**config.mk**
```make
export PLATFORM = sky130hd
export DESIGN_NAME = timing_fsm
export DESIGN_NICKNAME = d
export VERILOG_FILES = /design/src/rtl/timing_fsm_pkg.sv /design/src/rtl/timing_fsm_bank.sv /design/src/rtl/timing_fsm.sv
export SDC_FILE = /design/constraint.sdc
export NUM_CORES = 1
export LEC_CHECK = 0
export ABC_AREA = 1
export BUFFER_PORTS_ARGS = -buffer_cell sky130_fd_sc_hd__buf_2
export CAP_MARGIN = 20
export CORE_AREA = 2 2 218 220
export CTS_CLUSTER_SIZE = 20
export DETAILED_ROUTE_END_ITERATION = 10
export DIE_AREA = 0 0 220 222
export PLACE_DENSITY = 0.71
export SLEW_MARGIN = 20
export SYNTH_ARGS = -nofsm -noshare
export SYNTH_HDL_FRONTEND = slang
export SYNTH_HIERARCHICAL = 1
export SYNTH_SLANG_ARGS = --single-unit
```
**constraint.sdc**
```tcl
create_clock -name clk -period 5.8 [get_ports clk]
set_input_delay 0.29 -clock clk [delete_from_list [all_inputs] [get_ports clk]]
set_output_delay 0.29 -clock clk [all_outputs]
set_load 0.02 [all_outputs]
```
**src/rtl/timing_fsm_pkg.sv**
```systemverilog
// rtl/timing_fsm_pkg.sv - bank state codes, default timings and command priority (ROWCLONE_EN)
package timing_fsm_pkg;

    typedef enum logic [4:0] {
        ST_IDLE         = 5'd0,
        ST_ACTIVATING   = 5'd1,
        ST_BANK_ACTIVE  = 5'd2,
        ST_READING      = 5'd3,
        ST_READING_AP   = 5'd4,
        ST_WRITING      = 5'd5,
        ST_WRITING_AP   = 5'd6,
        ST_PRECHARGING  = 5'd7,
        ST_REFRESHING   = 5'd8,
        ST_POWER_DOWN   = 5'd9,
        ST_ACTIVE_PD    = 5'd10,
        ST_SELF_REFRESH = 5'd11,
        ST_DEEP_PD      = 5'd12
    } bank_state_t;

    localparam int DEF_BL    = 8;
    localparam int DEF_T_RCD = 15;
    localparam int DEF_T_RP  = 16;
    localparam int DEF_T_RFC = 34;
    localparam int DEF_T_WR  = 14;

    // Lower code = higher priority; CMD_NONE sits at bit 0 of the request vector.
    typedef enum logic [3:0] {
        CMD_NONE, CMD_PRA, CMD_PR, CMD_BST, CMD_RDA, CMD_RD, CMD_WRA, CMD_WR,
        CMD_ACT, CMD_REF, CMD_SRF, CMD_PD, CMD_PDX, CMD_CKEH, CMD_DPD, CMD_DPDX
    } cmd_t;

    localparam int NUM_CMD = 16;

    function automatic logic cmd_legal(input cmd_t c, input bank_state_t s, input logic all_idle);
        case (c)
            CMD_PRA, CMD_PR, CMD_RDA, CMD_RD, CMD_WRA, CMD_WR:
                return s == ST_BANK_ACTIVE;
            CMD_BST:  return (s == ST_READING) || (s == ST_WRITING);
`ifdef ROWCLONE_EN
            CMD_ACT:  return (s == ST_IDLE) || (s == ST_BANK_ACTIVE) || (s == ST_WRITING_AP);
`else
            CMD_ACT:  return s == ST_IDLE;
`endif
            CMD_REF, CMD_SRF, CMD_DPD:
                return all_idle;
            CMD_PD:   return (s == ST_IDLE) || (s == ST_BANK_ACTIVE);
            CMD_PDX:  return (s == ST_POWER_DOWN) || (s == ST_ACTIVE_PD);
            CMD_CKEH: return s == ST_SELF_REFRESH;
            CMD_DPDX: return s == ST_DEEP_PD;
            default:  return 1'b0;
        endcase
    endfunction

    // Scan low priority to high so the last legal hit is the winner.
    function automatic cmd_t pick_cmd(input logic [NUM_CMD-1:0] req, input bank_state_t s,
                                      input logic all_idle);
        cmd_t c;
        cmd_t win;
        win = CMD_NONE;
        for (int i = NUM_CMD - 1; i >= 1; i--) begin
            c = cmd_t'(4'(i));
            if (req[i] && cmd_legal(c, s, all_idle)) win = c;
        end
        return win;
    endfunction

endpackage

```
**src/rtl/timing_fsm_bank.sv**
```systemverilog
// rtl/timing_fsm_bank.sv - single-bank state register, duration counter and next-state logic
module bank_fsm
    import timing_fsm_pkg::*;
#(
    parameter int BL    = DEF_BL,
    parameter int T_RCD = DEF_T_RCD,
    parameter int T_RP  = DEF_T_RP,
    parameter int T_RFC = DEF_T_RFC,
    parameter int T_WR  = DEF_T_WR
) (
    input  logic               clk,
    input  logic               reset,
    input  logic [NUM_CMD-1:0] req,
    input  logic               all_idle,
    output bank_state_t        state
);

    localparam int T_MAX = (T_RFC > T_RP) ? ((T_RFC > T_RCD) ? ((T_RFC > T_WR) ? ((T_RFC > BL) ? T_RFC : BL)
                         : ((T_WR > BL) ? T_WR : BL)) : ((T_RCD > T_WR) ? ((T_RCD > BL) ? T_RCD : BL)
                         : ((T_WR > BL) ? T_WR : BL))) : ((T_RP > T_RCD) ? ((T_RP > T_WR) ? ((T_RP > BL) ? T_RP : BL)
                         : ((T_WR > BL) ? T_WR : BL)) : ((T_RCD > T_WR) ? ((T_RCD > BL) ? T_RCD : BL)
                         : ((T_WR > BL) ? T_WR : BL)));
    localparam int CW = (T_MAX > 2) ? $clog2(T_MAX) : 1;

    localparam logic [CW-1:0] L_RCD = CW'(T_RCD - 1);
    localparam logic [CW-1:0] L_RP  = CW'(T_RP - 1);
    localparam logic [CW-1:0] L_RFC = CW'(T_RFC - 1);
    localparam logic [CW-1:0] L_WR  = CW'(T_WR - 1);
    localparam logic [CW-1:0] L_BL  = CW'(BL - 1);

    bank_state_t   state_q, state_d;
    logic [CW-1:0] cnt_q, cnt_d;
    logic          take;
    cmd_t          sel;

    always_ff @(posedge clk or posedge reset) begin
        if (reset) begin
            state_q <= ST_IDLE;
            cnt_q   <= '0;
        end else begin
            state_q <= state_d;
            cnt_q   <= cnt_d;
        end
    end

    // Expiry of a timed state takes precedence; commands only land when no expiry happens.
    always_comb begin
        state_d = state_q;
        cnt_d   = cnt_q;
        take    = 1'b0;
        sel     = pick_cmd(req, state_q, all_idle);
        case (state_q)
            ST_ACTIVATING, ST_READING, ST_WRITING: begin
                if (cnt_q == '0) state_d = ST_BANK_ACTIVE;
                else begin cnt_d = cnt_q - 1'b1; take = 1'b1; end
            end
            ST_READING_AP, ST_WRITING_AP: begin
                if (cnt_q == '0) begin state_d = ST_PRECHARGING; cnt_d = L_RP; end
                else begin cnt_d = cnt_q - 1'b1; take = 1'b1; end
            end
            ST_PRECHARGING, ST_REFRESHING: begin
                if (cnt_q == '0) state_d = ST_IDLE;
                else begin cnt_d = cnt_q - 1'b1; take = 1'b1; end
            end
            ST_IDLE, ST_BANK_ACTIVE, ST_POWER_DOWN, ST_ACTIVE_PD, ST_SELF_REFRESH, ST_DEEP_PD:
                take = 1'b1;
            default: begin
                state_d = ST_IDLE;
                cnt_d   = '0;
            end
        endcase
        if (take) begin
            case (sel)
                CMD_PRA, CMD_PR: begin state_d = ST_PRECHARGING; cnt_d = L_RP;  end
                CMD_BST:         begin state_d = ST_BANK_ACTIVE; cnt_d = '0;    end
                CMD_RDA:         begin state_d = ST_READING_AP;  cnt_d = L_BL;  end
                CMD_RD:          begin state_d = ST_READING;     cnt_d = L_BL;  end
                CMD_WRA:         begin state_d = ST_WRITING_AP;  cnt_d = L_WR;  end
                CMD_WR:          begin state_d = ST_WRITING;     cnt_d = L_WR;  end
                CMD_ACT:         begin state_d = ST_ACTIVATING;  cnt_d = L_RCD; end
                CMD_REF:         begin state_d = ST_REFRESHING;  cnt_d = L_RFC; end
                CMD_SRF:         begin state_d = ST_SELF_REFRESH; cnt_d = '0;   end
                CMD_PD: begin
                    state_d = (state_q == ST_BANK_ACTIVE) ? ST_ACTIVE_PD : ST_POWER_DOWN;
                    cnt_d   = '0;
                end
                CMD_PDX: begin
                    state_d = (state_q == ST_ACTIVE_PD) ? ST_BANK_ACTIVE : ST_IDLE;
                    cnt_d   = '0;
                end
                CMD_CKEH, CMD_DPDX: begin state_d = ST_IDLE; cnt_d = '0; end
                CMD_DPD:         begin state_d = ST_DEEP_PD;     cnt_d = '0;    end
                default: ;
            endcase
        end
    end

    assign state = state_q;

endmodule

```
**src/rtl/timing_fsm.sv**
```systemverilog
// rtl/timing_fsm.sv - BANKGROUPS x BANKSPERGROUP array of DRAM bank timing FSMs (ROWCLONE_EN)
module timing_fsm
    import timing_fsm_pkg::*;
#(
    parameter int BGWIDTH = 2,
    parameter int BAWIDTH = 2,
    parameter int BL      = DEF_BL,
    parameter int T_RCD   = DEF_T_RCD,
    parameter int T_RP    = DEF_T_RP,
    parameter int T_RFC   = DEF_T_RFC,
    parameter int T_WR    = DEF_T_WR,
    localparam int BGW           = (BGWIDTH > 0) ? BGWIDTH : 1,
    localparam int BANKGROUPS    = 2 ** BGWIDTH,
    localparam int BANKSPERGROUP = 2 ** BAWIDTH
) (
    input  logic               clk,
    input  logic               reset,
    input  logic [BGW-1:0]     bg,
    input  logic [BAWIDTH-1:0] ba,
    input  logic               ACT,
    input  logic               BST,
    input  logic               CFG,
    input  logic               CKEH,
    input  logic               CKEL,
    input  logic               DPD,
    input  logic               DPDX,
    input  logic               MRR,
    input  logic               MRW,
    input  logic               PD,
    input  logic               PDX,
    input  logic               PR,
    input  logic               PRA,
    input  logic               RD,
    input  logic               RDA,
    input  logic               REF,
    input  logic               SRF,
    input  logic               WR,
    input  logic               WRA,
    output logic [BANKGROUPS-1:0][BANKSPERGROUP-1:0][4:0] BankFSM
);

    logic all_idle;
    // Mode-register and config strobes never move a bank.
    logic unused_cmds;
    assign unused_cmds = &{1'b0, MRR, MRW, CFG};

    always_comb begin
        all_idle = 1'b1;
        for (int g = 0; g < BANKGROUPS; g++)
            for (int b = 0; b < BANKSPERGROUP; b++)
                if (BankFSM[g][b] != ST_IDLE) all_idle = 1'b0;
    end

    for (genvar g = 0; g < BANKGROUPS; g++) begin : g_group
        for (genvar b = 0; b < BANKSPERGROUP; b++) begin : g_bank
            logic               hit;
            logic [NUM_CMD-1:0] req;
            bank_state_t        st;

            assign hit = ((BGWIDTH == 0) || (bg == BGW'(g))) && (ba == BAWIDTH'(b));

            always_comb begin
                req           = '0;
                req[CMD_PRA]  = PRA;
                req[CMD_PR]   = PR  & hit;
                req[CMD_BST]  = BST & hit;
                req[CMD_RDA]  = RDA & hit;
                req[CMD_RD]   = RD  & hit;
                req[CMD_WRA]  = WRA & hit;
                req[CMD_WR]   = WR  & hit;
                req[CMD_ACT]  = ACT & hit;
                req[CMD_REF]  = REF;
                req[CMD_SRF]  = SRF;
                req[CMD_PD]   = PD | CKEL;
                req[CMD_PDX]  = PDX;
                req[CMD_CKEH] = CKEH;
                req[CMD_DPD]  = DPD;
                req[CMD_DPDX] = DPDX;
            end

            bank_fsm #(
                .BL(BL), .T_RCD(T_RCD), .T_RP(T_RP), .T_RFC(T_RFC), .T_WR(T_WR)
            ) u_bank (
                .clk      (clk),
                .reset    (reset),
                .req      (req),
                .all_idle (all_idle),
                .state    (st)
            );

            assign BankFSM[g][b] = st;
        end
    end

endmodule

```
==> reports/summary.txt <==
outcome = finished clean
skew final = 16.80 ps
Die Y = 222 um
Final Slew Violations = 0
Iteration-0 DRC Markers = 2108
core footprint = 46260 um^2
# IOs = 105
CP max stage delay = 580 ps
die width = 220 um
share of cells above drive strength 1 = 20.34%
yosys warns = 6
RSZ-0062 raised after global routing = false
DRC violations left = 0
max capacitance violation total = 0
TNS Setup = 0 ps
hold crit path type = input port to asynchronous set/reset pin
period utilization = 66.54%
Via-to-Cell Ratio = 5.359
GRT Util Overall = 27.45%
Worst Tran Pin Value = 1091 ps
post-route total power = 11.85 mW
minimum clock period after layout = 3859 ps
Setup Slack @ Placement = 2042 ps
WL final = 66.27 mm
Worst Path Class, Setup = register to register
Peak VDD IR = 260.2 uV
row count = 79
antenna-violating nets left = 0
leakage power = 13.23 nW
largest net degree at the start of global routing = 33
wire per inst = 14.38 um
setup ws final = 1941 ps
CTS resizes = 0
CTS Sinks = 176
post-DP HPWL = 50.25 mm
Worst Path Max Fanout = 25
Port Buffer Count = 101
slowest CP cell = nor2_4
CTS buffer count = 17
Slew HR = 27.21%
Hold Buf Count CTS = 0
commonest non-fill, non-tap cell in the layout = nand2_1
Mean Syn Cell Area = 5.938 um^2
first-pass GRT wire length = 109.3 mm
final setup vio count = 0
crit path DAT = 4270 ps
vias in the first global route = 22413
DR vias = 24701
Fin. Hold Viols = 0
most frequent cells in the layout = nand2_1 (1023), nor2_1 (604), inv_1 (463)
Max Fclk = 0.2591 GHz
FF-to-FF setup slack = 1940 ps
Worst EP required = 6220 ps
PwrDens = 476.6 nW/um^2
Max clock buf depth = 2
synthesized instance count = 3873
cell mode on critical path = nand2_1
clk slew on worst S/H paths = 70 ps
Synth Net Count = 3930
Root Driver = clkbuf_16
area grow syn2layout = 8.144%
Starting Density = 49.72%
Syn Std Cell Area = 23000 um^2
clk_lat worst skew = 510 ps
die area = 48840 um^2
CTS tree = yes
Setup Fix Bufs, Post-CTS = 0
H-tree Lvls = 4
total grt overflow = 0
DR pass1 iterations = 5
routability cong. = 0.9439
initial antenna violation count = 0
CP endpoint kind = register
Total Nets Final = 4046
crit start category = register
CP cell instances = nor2_1 -> nand4_1 -> nor2_1 -> nand2_1 -> nor2_4 -> buf_16 -> nand2_1 -> nand3_1 -> nand3_1 -> nand2_1 -> nand2_1 -> nand2_1 -> nand2_1 -> nand2_1 -> nand2_1 -> nand2_1 -> nand2_2 -> nand2_4 -> nand3_4 -> nor3_1 -> nor2_2 -> a21oi_1
==> critical path: cells and delay by family (launching register included) <==
kind | cells | cell delay [ps]
AOI/OAI and AO/OA | 1 | 180
DFF | 1 | 490
and+or+nand+nor | 20 | 2850
buffers and inverters | 1 | 240
==> final timing paths <==
| check | depth (start not counted) | startpoint | endpoint |
|---|---|---|---|
| setup reg to reg | 22 | g_group[0].g_bank[3].u_bank/state[0] | g_group[0].g_bank[0].u_bank/cnt_q[0] |
| setup / recovery | 22 | g_group[0].g_bank[3].u_bank/state[0] | g_group[0].g_bank[0].u_bank/cnt_q[0] |
| hold / removal | 2 | reset | g_group[1].g_bank[1].u_bank/state[4] |
| min in group clk | 2 | g_group[2].g_bank[0].u_bank/cnt_q[4] | g_group[2].g_bank[0].u_bank/cnt_q[4] |
| hold reg to reg | 2 | g_group[2].g_bank[0].u_bank/cnt_q[4] | g_group[2].g_bank[0].u_bank/cnt_q[4] |
| max in group asynchronous | 2 | reset | g_group[1].g_bank[3].u_bank/cnt_q[0] |
==> registers in the layout, summed over array words and instances (netlist names) <==
name	cells
g_group.g_bank.u_bank/state	80
g_group.g_bank.u_bank/cnt_q	96
==> power breakdown <==
group | internal, mW | switching, mW
logic | 2.64 | 5.69
registers | 1.65 | 0.636
clock network | 0.672 | 0.560
total | 4.97 | 6.89
==> stage by stage <==
stage	hold WS, ps	instances	instance area [um^2]	utilization [%]
after floorplan	142.4	3873	23000	-
after global placement	542.0	4576	24250	52.43
after detailed placement	546.5	4577	24280	52.49
after CTS	161.7	4608	24870	53.76
after global routing	182.1	4608	24870	53.76
final	174.8	4609	24870	53.77
==> metal layers <==
metal	GRT usage, %	vias to the layer above	part of all wire (%)
li1	-	12718	-
met1	36.94	11157	46
met2	43.33	669	45
met3	4.417	157	5.5
met4	11.78	0	3.9
met5	0	-	0
==> cell type report <==
cell class	count	area (um^2)
flip-flops and latches	176	4404
diodes	1	2.502
fillers	4790	21390
inverters	650	2482
clock buffers	17	425.4
clock inverters	14	165.2
repair buffers	104	548.0
multi-input cells	3040	16090
well taps	607	759.5
No activity file was read; power rests on OpenSTA's default activity.
